$ cat src/rtl/gf180mcu_fd_sc_mcu7t5v0__ret_pkg.sv
// Shared definitions for the retention power sequencer: state encoding,
// default timing constants and the Moore output decode for each state.
package gf180mcu_fd_sc_mcu7t5v0__ret_pkg;

    // Default isolation setup/hold length and power-good timeout, in cycles.
    localparam int RET_ISO_CYC_DEF = 2;
    localparam int RET_TO_CYC_DEF  = 64;

    // Sequencer states; the numeric values are visible on the STATE port.
    typedef enum logic [2:0] {
        ST_ON      = 3'd0,
        ST_ISO_ON  = 3'd1,
        ST_SAV     = 3'd2,
        ST_PWR_DN  = 3'd3,
        ST_OFF     = 3'd4,
        ST_PWR_UP  = 3'd5,
        ST_RST_R   = 3'd6,
        ST_ISO_OFF = 3'd7
    } ret_state_t;

    // Control outputs driven towards the switchable domain.
    typedef struct packed {
        logic iso;
        logic save;
        logic restore;
        logic pwr_en;
        logic ack;
    } ret_out_t;

    // Output pattern for each state. ISO stays high in every state where the
    // header switch is open, and the save/restore strobes live in separate
    // single-cycle states so they can never overlap.
    function automatic ret_out_t ret_decode(input ret_state_t st);
        ret_out_t o;
        o = '{iso: 1'b1, save: 1'b0, restore: 1'b0, pwr_en: 1'b1, ack: 1'b0};
        case (st)
            ST_ON:      o.iso = 1'b0;
            ST_ISO_ON:  o.iso = 1'b1;
            ST_SAV:     o.save = 1'b1;
            ST_PWR_DN:  o.pwr_en = 1'b0;
            ST_OFF: begin
                o.pwr_en = 1'b0;
                o.ack    = 1'b1;
            end
            ST_PWR_UP:  o.ack = 1'b1;
            ST_RST_R: begin
                o.restore = 1'b1;
                o.ack     = 1'b1;
            end
            ST_ISO_OFF: o.ack = 1'b1;
            default:    o.iso = 1'b0;
        endcase
        return o;
    endfunction

endpackage

$ cat src/rtl/gf180mcu_fd_sc_mcu7t5v0__ret_cnt.sv
// Saturating dwell counter for the retention sequencer. Cleared on every
// state entry; tc flags that the count equals the supplied terminal value.
module gf180mcu_fd_sc_mcu7t5v0__ret_cnt #(
    parameter int W = 7
) (
    input  logic         clk,
    input  logic         srst,
    input  logic         clr,
    input  logic         en,
    input  logic [W-1:0] tc_val,
    output logic         tc
);

    logic [W-1:0] cnt_reg;

    // Count cycles spent in the current state, holding at all-ones.
    always_ff @(posedge clk) begin
        if (srst || clr) begin
            cnt_reg <= '0;
        end else if (en && (cnt_reg != {W{1'b1}})) begin
            cnt_reg <= cnt_reg + W'(1);
        end
    end

    assign tc = (cnt_reg == tc_val);

endmodule

$ cat src/rtl/gf180mcu_fd_sc_mcu7t5v0__ret_seq.sv
// Retention power-down/up sequencer with a four-phase REQ/ACK handshake.
// Sleep: isolate, save, open header, wait for power to drop, acknowledge.
// Wake: close header, wait for power good, restore, release isolation.
// Optional macro GF180MCU_FD_SC_MCU7T5V0__RET_TIMEOUT_EN adds a power-good
// timeout that raises sticky ERR and advances anyway; without it the
// sequencer waits for PWR_OK indefinitely and ERR is tied low.
module gf180mcu_fd_sc_mcu7t5v0__ret_seq
    import gf180mcu_fd_sc_mcu7t5v0__ret_pkg::*;
#(
    parameter int ISO_CYC = RET_ISO_CYC_DEF,
    parameter int TO_CYC  = RET_TO_CYC_DEF
) (
    input  logic       CLK,
    input  logic       RST,
    input  logic       REQ,
    input  logic       PWR_OK,
    output logic       ACK,
    output logic       ISO,
    output logic       SAVE,
    output logic       RESTORE,
    output logic       PWR_EN,
    output logic [2:0] STATE,
    output logic       ERR
);

    localparam int CW = $clog2(TO_CYC + 1);
    // Dwell counter starts at 0 on entry, so the last cycle sees N-1.
    localparam logic [CW-1:0] ISO_TC = CW'(ISO_CYC - 1);

    ret_state_t    state_reg;
    ret_state_t    state_next;
    ret_out_t      out_reg;
    logic          cnt_clr;
    logic          cnt_tc;
    logic [CW-1:0] tc_val;

`ifdef GF180MCU_FD_SC_MCU7T5V0__RET_TIMEOUT_EN
    localparam logic [CW-1:0] TO_TC = CW'(TO_CYC - 1);
    logic err_reg;
    logic err_set;

    // The power-wait states compare against the timeout, the rest against ISO_CYC.
    assign tc_val = ((state_reg == ST_PWR_DN) || (state_reg == ST_PWR_UP)) ? TO_TC : ISO_TC;
`else
    assign tc_val = ISO_TC;
`endif

    // A state change restarts the dwell count for the state being entered.
    assign cnt_clr = (state_next != state_reg);

    gf180mcu_fd_sc_mcu7t5v0__ret_cnt #(
        .W (CW)
    ) u_cnt (
        .clk    (CLK),
        .srst   (RST),
        .clr    (cnt_clr),
        .en     (1'b1),
        .tc_val (tc_val),
        .tc     (cnt_tc)
    );

    // Next-state logic; once started, a sleep or wake sequence always completes.
    always_comb begin
        state_next = state_reg;
`ifdef GF180MCU_FD_SC_MCU7T5V0__RET_TIMEOUT_EN
        err_set = 1'b0;
`endif
        case (state_reg)
            ST_ON:      if (REQ) state_next = ST_ISO_ON;
            ST_ISO_ON:  if (cnt_tc) state_next = ST_SAV;
            ST_SAV:     state_next = ST_PWR_DN;
            ST_PWR_DN: begin
                if (!PWR_OK) begin
                    state_next = ST_OFF;
                end
`ifdef GF180MCU_FD_SC_MCU7T5V0__RET_TIMEOUT_EN
                else if (cnt_tc) begin
                    state_next = ST_OFF;
                    err_set    = 1'b1;
                end
`endif
            end
            ST_OFF:     if (!REQ) state_next = ST_PWR_UP;
            ST_PWR_UP: begin
                if (PWR_OK) begin
                    state_next = ST_RST_R;
                end
`ifdef GF180MCU_FD_SC_MCU7T5V0__RET_TIMEOUT_EN
                else if (cnt_tc) begin
                    state_next = ST_RST_R;
                    err_set    = 1'b1;
                end
`endif
            end
            ST_RST_R:   state_next = ST_ISO_OFF;
            ST_ISO_OFF: if (cnt_tc) state_next = ST_ON;
            default:    state_next = ST_ON;
        endcase
    end

    // State and output registers; outputs are decoded from the next state so
    // they change on the same edge as STATE and never see an input directly.
    always_ff @(posedge CLK) begin
        if (RST) begin
            state_reg <= ST_ON;
            out_reg   <= ret_decode(ST_ON);
        end else begin
            state_reg <= state_next;
            out_reg   <= ret_decode(state_next);
        end
    end

`ifdef GF180MCU_FD_SC_MCU7T5V0__RET_TIMEOUT_EN
    // Sticky timeout flag, cleared only by reset.
    always_ff @(posedge CLK) begin
        if (RST) begin
            err_reg <= 1'b0;
        end else if (err_set) begin
            err_reg <= 1'b1;
        end
    end

    assign ERR = err_reg;
`else
    assign ERR = 1'b0;
`endif

    assign STATE   = state_reg;
    assign ISO     = out_reg.iso;
    assign SAVE    = out_reg.save;
    assign RESTORE = out_reg.restore;
    assign PWR_EN  = out_reg.pwr_en;
    assign ACK     = out_reg.ack;

endmodule

$ cat config.mk
export PLATFORM = sky130hd
export DESIGN_NAME = gf180mcu_fd_sc_mcu7t5v0__ret_seq
export DESIGN_NICKNAME = d
export VERILOG_FILES = /design/src/rtl/gf180mcu_fd_sc_mcu7t5v0__ret_pkg.sv /design/src/rtl/gf180mcu_fd_sc_mcu7t5v0__ret_cnt.sv /design/src/rtl/gf180mcu_fd_sc_mcu7t5v0__ret_seq.sv
export SDC_FILE = /design/constraint.sdc
export NUM_CORES = 1
export LEC_CHECK = 0
export ABC_AREA = 1
export BUFFER_PORTS_ARGS = -buffer_cell sky130_fd_sc_hd__buf_4
export CAP_MARGIN = 20
export CORE_MARGIN = 4
export CORE_UTILIZATION = 56
export DETAILED_ROUTE_END_ITERATION = 6
export GPL_ROUTABILITY_DRIVEN = 1
export PLACE_DENSITY = 0.9
export SETUP_SLACK_MARGIN = 0.02
export SYNTH_ARGS = -nofsm -noshare
export SYNTH_HDL_FRONTEND = slang
export SYNTH_SLANG_ARGS = --single-unit
$ cat constraint.sdc
create_clock -name CLK -period 2.1 [get_ports CLK]
set_clock_uncertainty 0.1 [all_clocks]
set_input_delay 0.315 -clock CLK [delete_from_list [all_inputs] [get_ports CLK]]
set_output_delay 0.315 -clock CLK [all_outputs]
set_load 0.03 [all_outputs]
==> results of run 1 <==
[cells in the final DEF (no fill, tap or decap)]
cell type / n
ha_1: 2
clkbuf_4: 3
nor2_2: 2
xnor2_1: 4
inv_2: 1
a21oi_1: 1
dfxtp_1: 14
nor2_1: 27
buf_4: 11
inv_1: 16
o21ai_0: 2
xor2_1: 1
nand3_2: 1
nand4_1: 4
nand3_1: 7
conb_1: 1
nor4_1: 1
nand2_1: 24
nand2_2: 2
[worst max-delay path: stages, from the launching register on]
cell and delay (ns):
dfxtp_1 0.41, ha_1 0.18, inv_1 0.04, nor2_1 0.12, nand3_1 0.10, nand2_1 0.09, nand2_2 0.07, nand2_2 0.09
nand2_1 0.07, nand3_2 0.14, nor2_1 0.06
[layout make-up]
| cell class | instances | share of cell area |
|---|---|---|
| clock buffers | 3 | 0.02659 |
| inverters | 17 | 0.07533 |
| multi-input cells | 79 | 0.4490 |
| flip-flops and latches | 14 | 0.3309 |
| well taps | 14 | 0.02068 |
| repair buffers | 11 | 0.09749 |
[synth_stat cells]
library cell,instances,share of area
ha_1,2,0.034
a21oi_1,1,0.0068
nand3_2,1,0.014
nand3_1,7,0.047
nor4_1,1,0.0085
nand2_2,2,0.017
xor2_1,1,0.012
nand2_1,24,0.12
inv_2,1,0.0051
buf_4,2,0.020
conb_1,1,0.0051
dfxtp_1,14,0.38
inv_1,16,0.081
nor2_1,27,0.14
nor2_2,2,0.017
xnor2_1,4,0.047
nand4_1,4,0.034
o21ai_0,2,0.014
[metal layers]
metal | part of all wire | up-vias
li1 | - | 367
met1 | 0.48 | 317
met2 | 0.46 | 17
met3 | 0.046 | 5
met4 | 0.016 | 0
met5 | 0 | -
[power breakdown]
part,total (mW),internal (mW),switching [mW]
Sequential,0.308,0.286,0.0224
Clock,0.148,0.0665,0.0820
Combinational,0.188,0.0647,0.124
[metrics by stage]
step,instances,utilization
global route,138,0.7233
floorplan,112,-
global placement,135,0.7041
finish,138,0.7233
detailed placement,135,0.7041
CTS,138,0.7233
[cell families after synthesis]
logic type	count (synthesis)	share of synthesized area
and+or+nand+nor	68	0.3959
buffers and inverters	19	0.1066
DFF	14	0.3790
xor gates and xnor gates	5	0.05922
AOI/OAI and AO/OA	3	0.02030
adders and majority gates	2	0.03384
other	1	0.005071
[worst min-delay path by stage]
stage | slack [ns] | start | to
2_1_floorplan | 0.29 | RST | ACK$_SDFF_PP0_
3_3_place_gp | 0.40 | u_cnt.cnt_reg[6]$_SDFFE_PP0P_ | u_cnt.cnt_reg[6]$_SDFFE_PP0P_
3_5_place_dp | 0.43 | RST | STATE[0]$_SDFF_PP0_
4_1_cts | 0.13 | RST | STATE[0]$_SDFF_PP0_
5_1_grt | 0.13 | RST | STATE[0]$_SDFF_PP0_
6_report | 0.14 | RST | ISO$_SDFF_PP0_
==> summary.txt, run 1 <==
Run status
  – Outcome: complete, no violations

Drt
  – Vias per cell: 5.116
  – Via count: 706
  – 1st-iter DRT viols: 35
  – WL final: 1.574 mm
  – Routed len/inst: 11.41 microns
  – DRC violations left: 0
  – Drt first pass iters: 4
  – Antenna Nets Post-Route: 0

Die
  – FP Rows: 12
  – Die area: 1966 sq um
  – Core area: 1171 sq um
  – Die Y: 44.34 microns
  – Initial Util: 0.6314
  – Die width: 44.34 microns
  – IO Count: 13

Placement
  – DPL Wire Length: 1.209 mm
  – Pre-CTS WS: 0.5216 ns
  – Cell Area, Placed: 824.5 sq um
  – PortBufs: 11
  – GPL Wtd Cong: 0.8523

Clock network
  – Worst-Skew Late Latency: 0.28 ns
  – Hold_buf cts: 0
  – Resize count post-CTS: 0
  – H-tree depth: 1
  – Max clock buf depth: 2
  – Clock slew at reported path FFs: 0.08 ns
  – Root buf cell: clkbuf_4
  – CTS Buf Count: 3
  – # clock sinks: 14
  – CTS tree: done
  – Post-CTS setup buffers: 0

Cells and area
  – Layout cell share with drive strength beyond 1: 0.1613
  – P&R area growth vs syn: 14.55%
  – Max reg flops: 7
  – Final instance area: 847.1 sq um
  – Antenna cells: 0
  – Fill count: 96
  – Area occupied by multi-input gates: 380.4 sq um
  – Fin nets: 132
  – Reg area: 280.3 sq um

Synth
  – YS warnings: 0
  – Sequential element share of the synthesized area: 0.3790
  – Seq cells post-synth: 14
  – Yosys cell types: 18
  – Post-synth net total: 118
  – Syn Inst Count: 112
  – Syn Area/Cell: 6.602 sq um
  – Synthesized area: 739.5 sq um

STA
  – Hold Vio Cnt, Final: 0
  – Hold WS: 0.1394 ns
  – Final setup viols: 0
  – RSZ-0062 raised after global routing: false
  – Final period util: 0.7598
  – Maximum clock rate: 0.6267 GHz
  – Final setup margin: 0.5043 ns
  – Slew Viols, Final: 0
  – Final worst path period need: 1.596 ns
  – TNS Setup: 0 ns

Worst hold path
  – WHS Path Cells: 2
  – Hold/Removal Path Class: in -> reg

Critical path
  – FF-to-FF path depth: 10
  – Worst path required time: 2.17 ns
  – CP Launch Type: flip-flop
  – Reg2reg end: u_cnt.cnt_reg[2]$_SDFFE_PP0P_
  – R2r setup slk: 0.50 ns
  – R2R Path Start: u_cnt.cnt_reg[0]$_SDFFE_PP0P_
  – Crit Path Class: reg -> reg
  – Arrival time of the worst setup path: 1.67 ns
  – Crit path max fanout: 7
  – Critical path startpoint: u_cnt.cnt_reg[0]$_SDFFE_PP0P_
  – Worst setup endpoint: u_cnt.cnt_reg[2]$_SDFFE_PP0P_
  – CP endpoint kind: flip-flop

Global routing
  – GR peak layer: met2
  – Initial antenna violation count: 0
  – Total track usage: 0.1745
  – Met1 global-route usage: 0.2260
  – M3 GR Usage: 0.02439
  – First-pass GRT wire length: 2.566 mm
  – Number of global-route vias before repair: 638
  – Largest net degree at the start of global routing: 8
  – Grt ovf: 0
  – Met2 Track Usage GR: 0.2965

Power and ir drop
  – Leakage: 0.4350 nW
  – Max VDD drop: 465.8 uV
  – Pwr/cell area: 761.7 nW/um^2
  – Total power draw: 0.6452 mW

Flow run
  – Max_cap viols: 0
(Power assumes the default switching activity.)
==> inputs of run 2 (changes only) <==
--- a/config.mk
+++ b/config.mk
@@ -5,14 +5,14 @@
 export SDC_FILE = /design/constraint.sdc
 export NUM_CORES = 1
 export LEC_CHECK = 0
-export ABC_AREA = 1
+export ABC_AREA = 0
 export BUFFER_PORTS_ARGS = -buffer_cell sky130_fd_sc_hd__buf_4
 export CAP_MARGIN = 20
 export CORE_MARGIN = 4
-export CORE_UTILIZATION = 56
+export CORE_UTILIZATION = 47
 export DETAILED_ROUTE_END_ITERATION = 6
 export GPL_ROUTABILITY_DRIVEN = 1
-export PLACE_DENSITY = 0.9
+export PLACE_DENSITY = 0.82
 export SETUP_SLACK_MARGIN = 0.02
 export SYNTH_ARGS = -nofsm -noshare
 export SYNTH_HDL_FRONTEND = slang
==> constraint.sdc (replaced) <==
create_clock -name CLK -period 1.3 [get_ports CLK]
set_clock_uncertainty 0.1 [all_clocks]
set_input_delay 0.195 -clock CLK [delete_from_list [all_inputs] [get_ports CLK]]
set_output_delay 0.195 -clock CLK [all_outputs]
set_load 0.03 [all_outputs]
==> summary.txt, run 2 <==
Run status
  – Outcome: finished with violations
  – Violated checks: setup timing

Drt
  – Drt first pass iters: 4
  – Antenna Nets Post-Route: 0
  – Vias per cell: 5.740
  – DRC violations left: 0
  – Via count: 729
  – WL final: 1.823 mm
  – 1st-iter DRT viols: 15
  – Routed len/inst: 14.35 microns

Synth
  – Most frequent cell after synthesis: dfxtp_1
  – Post-synth EDFFs: 0
  – Top_reg_cell synth: dfxtp_1
  – Mux contribution to synthesized area: 0
  – Cell taking the most area after synthesis: dfxtp_1
  – Syn Area/Cell: 9.067 sq um
  – Post-synthesis simple-gate area fraction: 0.2760
  – Synth Area in Compound Gates: 0.2078
  – Synthesized area: 734.5 sq um
  – YS warnings: 0
  – Seq cells post-synth: 14
  – Area share of the largest cell type after synthesis: 0.3816
  – Adder-Cell Fraction of Synth Area: 0.03407
  – Post-Synth XOR/XNOR Area: 0.04770
  – Main combinational cell family by area after synthesis: simple AND/OR/NAND/NOR gates
  – Yosys cell types: 39
  – Syn Inst Count: 81
  – Post-synth net total: 87
  – Synth area leaders: dfxtp_1 38%, nor2_1 5.1%, xnor2_1 4.8%
  – Sequential element share of the synthesized area: 0.3816
  – Commonest cells in the netlist: 14 x dfxtp_1, 10 x nor2_1, 4 x a31oi_1, 4 x nor4_1, 4 x xnor2_1
  – Post-synthesis async set-or-reset flop share: 0

Clock network
  – CTS Buf Count: 3
  – Worst-Skew Late Latency: 0.28 ns
  – Max clock buf depth: 2
  – CTS tree: done
  – Root buf cell: clkbuf_4
  – H-tree depth: 1
  – # clock sinks: 14
  – Clock slew at reported path FFs: 0.08 ns

Cells and area
  – Final cell count without fillers: 127
  – Max reg flops: 7
  – Most frequent cells in the layout: 25 x buf_4, 10 x nor2_1, 9 x dfxtp_1
  – Layout cell share with drive strength beyond 1: 0.4865
  – Layout Utilization: 0.7336
  – Fin nets: 119
  – P&R area growth vs syn: 48.72%
  – Commonest non-fill, non-tap cell in the layout: buf_4
  – Antenna cells: 0

Power and ir drop
  – Max VDD drop: 591.9 uV
  – Pwr/cell area: 852.7 nW/um^2
  – Leakage: 0.4347 nW

Critical path
  – Crit path max fanout: 3
  – Crit-path cells: or4_4, o32a_1, o22a_1, a2111oi_4
  – Slowest-stage cell, CP: or4_4
  – Slowest stage delay, CP: 0.55 ns
  – Reg2reg end: SAVE$_SDFF_PP0_
  – CP Launch Type: flip-flop
  – CP endpoint kind: flip-flop
  – Arrival time of the worst setup path: 2.01 ns
  – Worst path required time: 1.38 ns
  – R2r setup slk: -0.63 ns
  – R2R Path Start: u_cnt.cnt_reg[4]$_SDFFE_PP0P_
  – Crit Path Class: reg -> reg
  – FF-to-FF path depth: 4

Die
  – Die area: 2259 sq um
  – IO Count: 13
  – Die Y: 47.53 microns
  – Initial Util: 0.4933
  – FP Rows: 14
  – Die width: 47.53 microns
  – Core area: 1489 sq um

Worst hold path
  – WHS Path Cells: 2
  – Hold/Removal Path Class: in -> reg
  – Hold Crit Start: RST
  – Worst Hold End: ACK$_SDFF_PP0_

Placement
  – PortBufs: 11
  – Placed cells: 120
  – DPL Wire Length: 1.343 mm
  – GPL Wtd Cong: 0.8072

STA
  – Hold Vio Cnt, Final: 0
  – Slew Viols, Final: 0
  – Final setup viols: 15
  – Maximum clock rate: 0.5192 GHz
  – Final setup margin: -0.6259 ns
  – Hold WS: 0.04073 ns
  – RSZ-0062 raised after global routing: true
  – Final worst path period need: 1.926 ns
  – Final period util: 1.481

Global routing
  – Number of global-route vias before repair: 713
  – Total track usage: 0.1925
  – GR peak layer: met2
  – Met2 Track Usage GR: 0.3529
  – Initial antenna violation count: 0
  – Grt ovf: 0
  – Met1 global-route usage: 0.2235
  – Largest net degree at the start of global routing: 10
  – First-pass GRT wire length: 3.105 mm
  – M3 GR Usage: 0.03383

Flow run
  – Max_cap viols: 0
[run 2: worst max-delay path by stage]
stage	from	end	slack, ns	depth (start not counted)
2_1_floorplan	u_cnt.cnt_reg[4]$_SDFFE_PP0P_	SAVE$_SDFF_PP0_	-0.51	4
3_3_place_gp	u_cnt.cnt_reg[4]$_SDFFE_PP0P_	SAVE$_SDFF_PP0_	-0.53	4
3_5_place_dp	u_cnt.cnt_reg[4]$_SDFFE_PP0P_	SAVE$_SDFF_PP0_	-0.60	4
4_1_cts	u_cnt.cnt_reg[4]$_SDFFE_PP0P_	SAVE$_SDFF_PP0_	-0.62	4
5_1_grt	u_cnt.cnt_reg[4]$_SDFFE_PP0P_	SAVE$_SDFF_PP0_	-0.68	4
6_report	u_cnt.cnt_reg[4]$_SDFFE_PP0P_	SAVE$_SDFF_PP0_	-0.63	4
[run 2: kinds of logic (layout without fill, tap and decap cells)]
kind of cell | Yosys count | count (layout)
fa+ha+maj | 2 | 2
simple gates | 34 | 34
flops | 14 | 14
compound gates | 19 | 19
buf+inv | 7 | 37
xor+xnor | 4 | 4
other cells | 1 | 1
[run 2: repair_timing]
| item | in CTS | in global routing |
|---|---|---|
| gates resized for setup | 8 | 6 |
| hold buffers | 0 | 0 |
| endpoints found under the setup margin | 15 | 16 |
| buffers inserted | 3 | 1 |
| pin swaps | 5 | 5 |
[run 2: routing by layer]
metal | part of all wire | up-vias
li1 | - | 368
met1 | 0.39 | 347
met2 | 0.57 | 12
met3 | 0.031 | 2
met4 | 0.0071 | 0
met5 | 0 | -
[run 2: cell type report]
cell class	count	area (sq um)
well taps	16	20.02
inverters	2	7.507
fillers	114	396.6
clock buffers	3	22.52
repair buffers	32	266.5
multi-input cells	60	484.2
flip-flops and latches	14	291.5
[run 2: where the power goes]
group / switching [mW] / leakage, nW / total, mW / internal, mW
combinational: 0.117 / 0.304 / 0.224 / 0.108
sequential: 0.0197 / 0.117 / 0.466 / 0.447
clock: 0.133 / 0.0138 / 0.241 / 0.107
[run 2: stage by stage]
stage | setup TNS, ns | setup slack [ns] | total power [mW] | cell area, sq um
5_1_grt | -7.235 | -0.6756 | 0.9827 | 1092
2_1_floorplan | -4.134 | -0.5094 | 0.6029 | 765.7
3_5_place_dp | -5.507 | -0.6003 | 0.6765 | 965.9
6_report | -5.954 | -0.6259 | 0.9314 | 1092
3_3_place_gp | -5.072 | -0.5272 | 0.6698 | 965.9
4_1_cts | -5.620 | -0.6206 | 0.9299 | 1050
[run 2: critical path: cells and delay by family (launching register included)]
kind	cells	cell delay (ns)
and+or+nand+nor	1	0.55
DFF	1	0.32
AOI/OAI and AO/OA	3	0.86
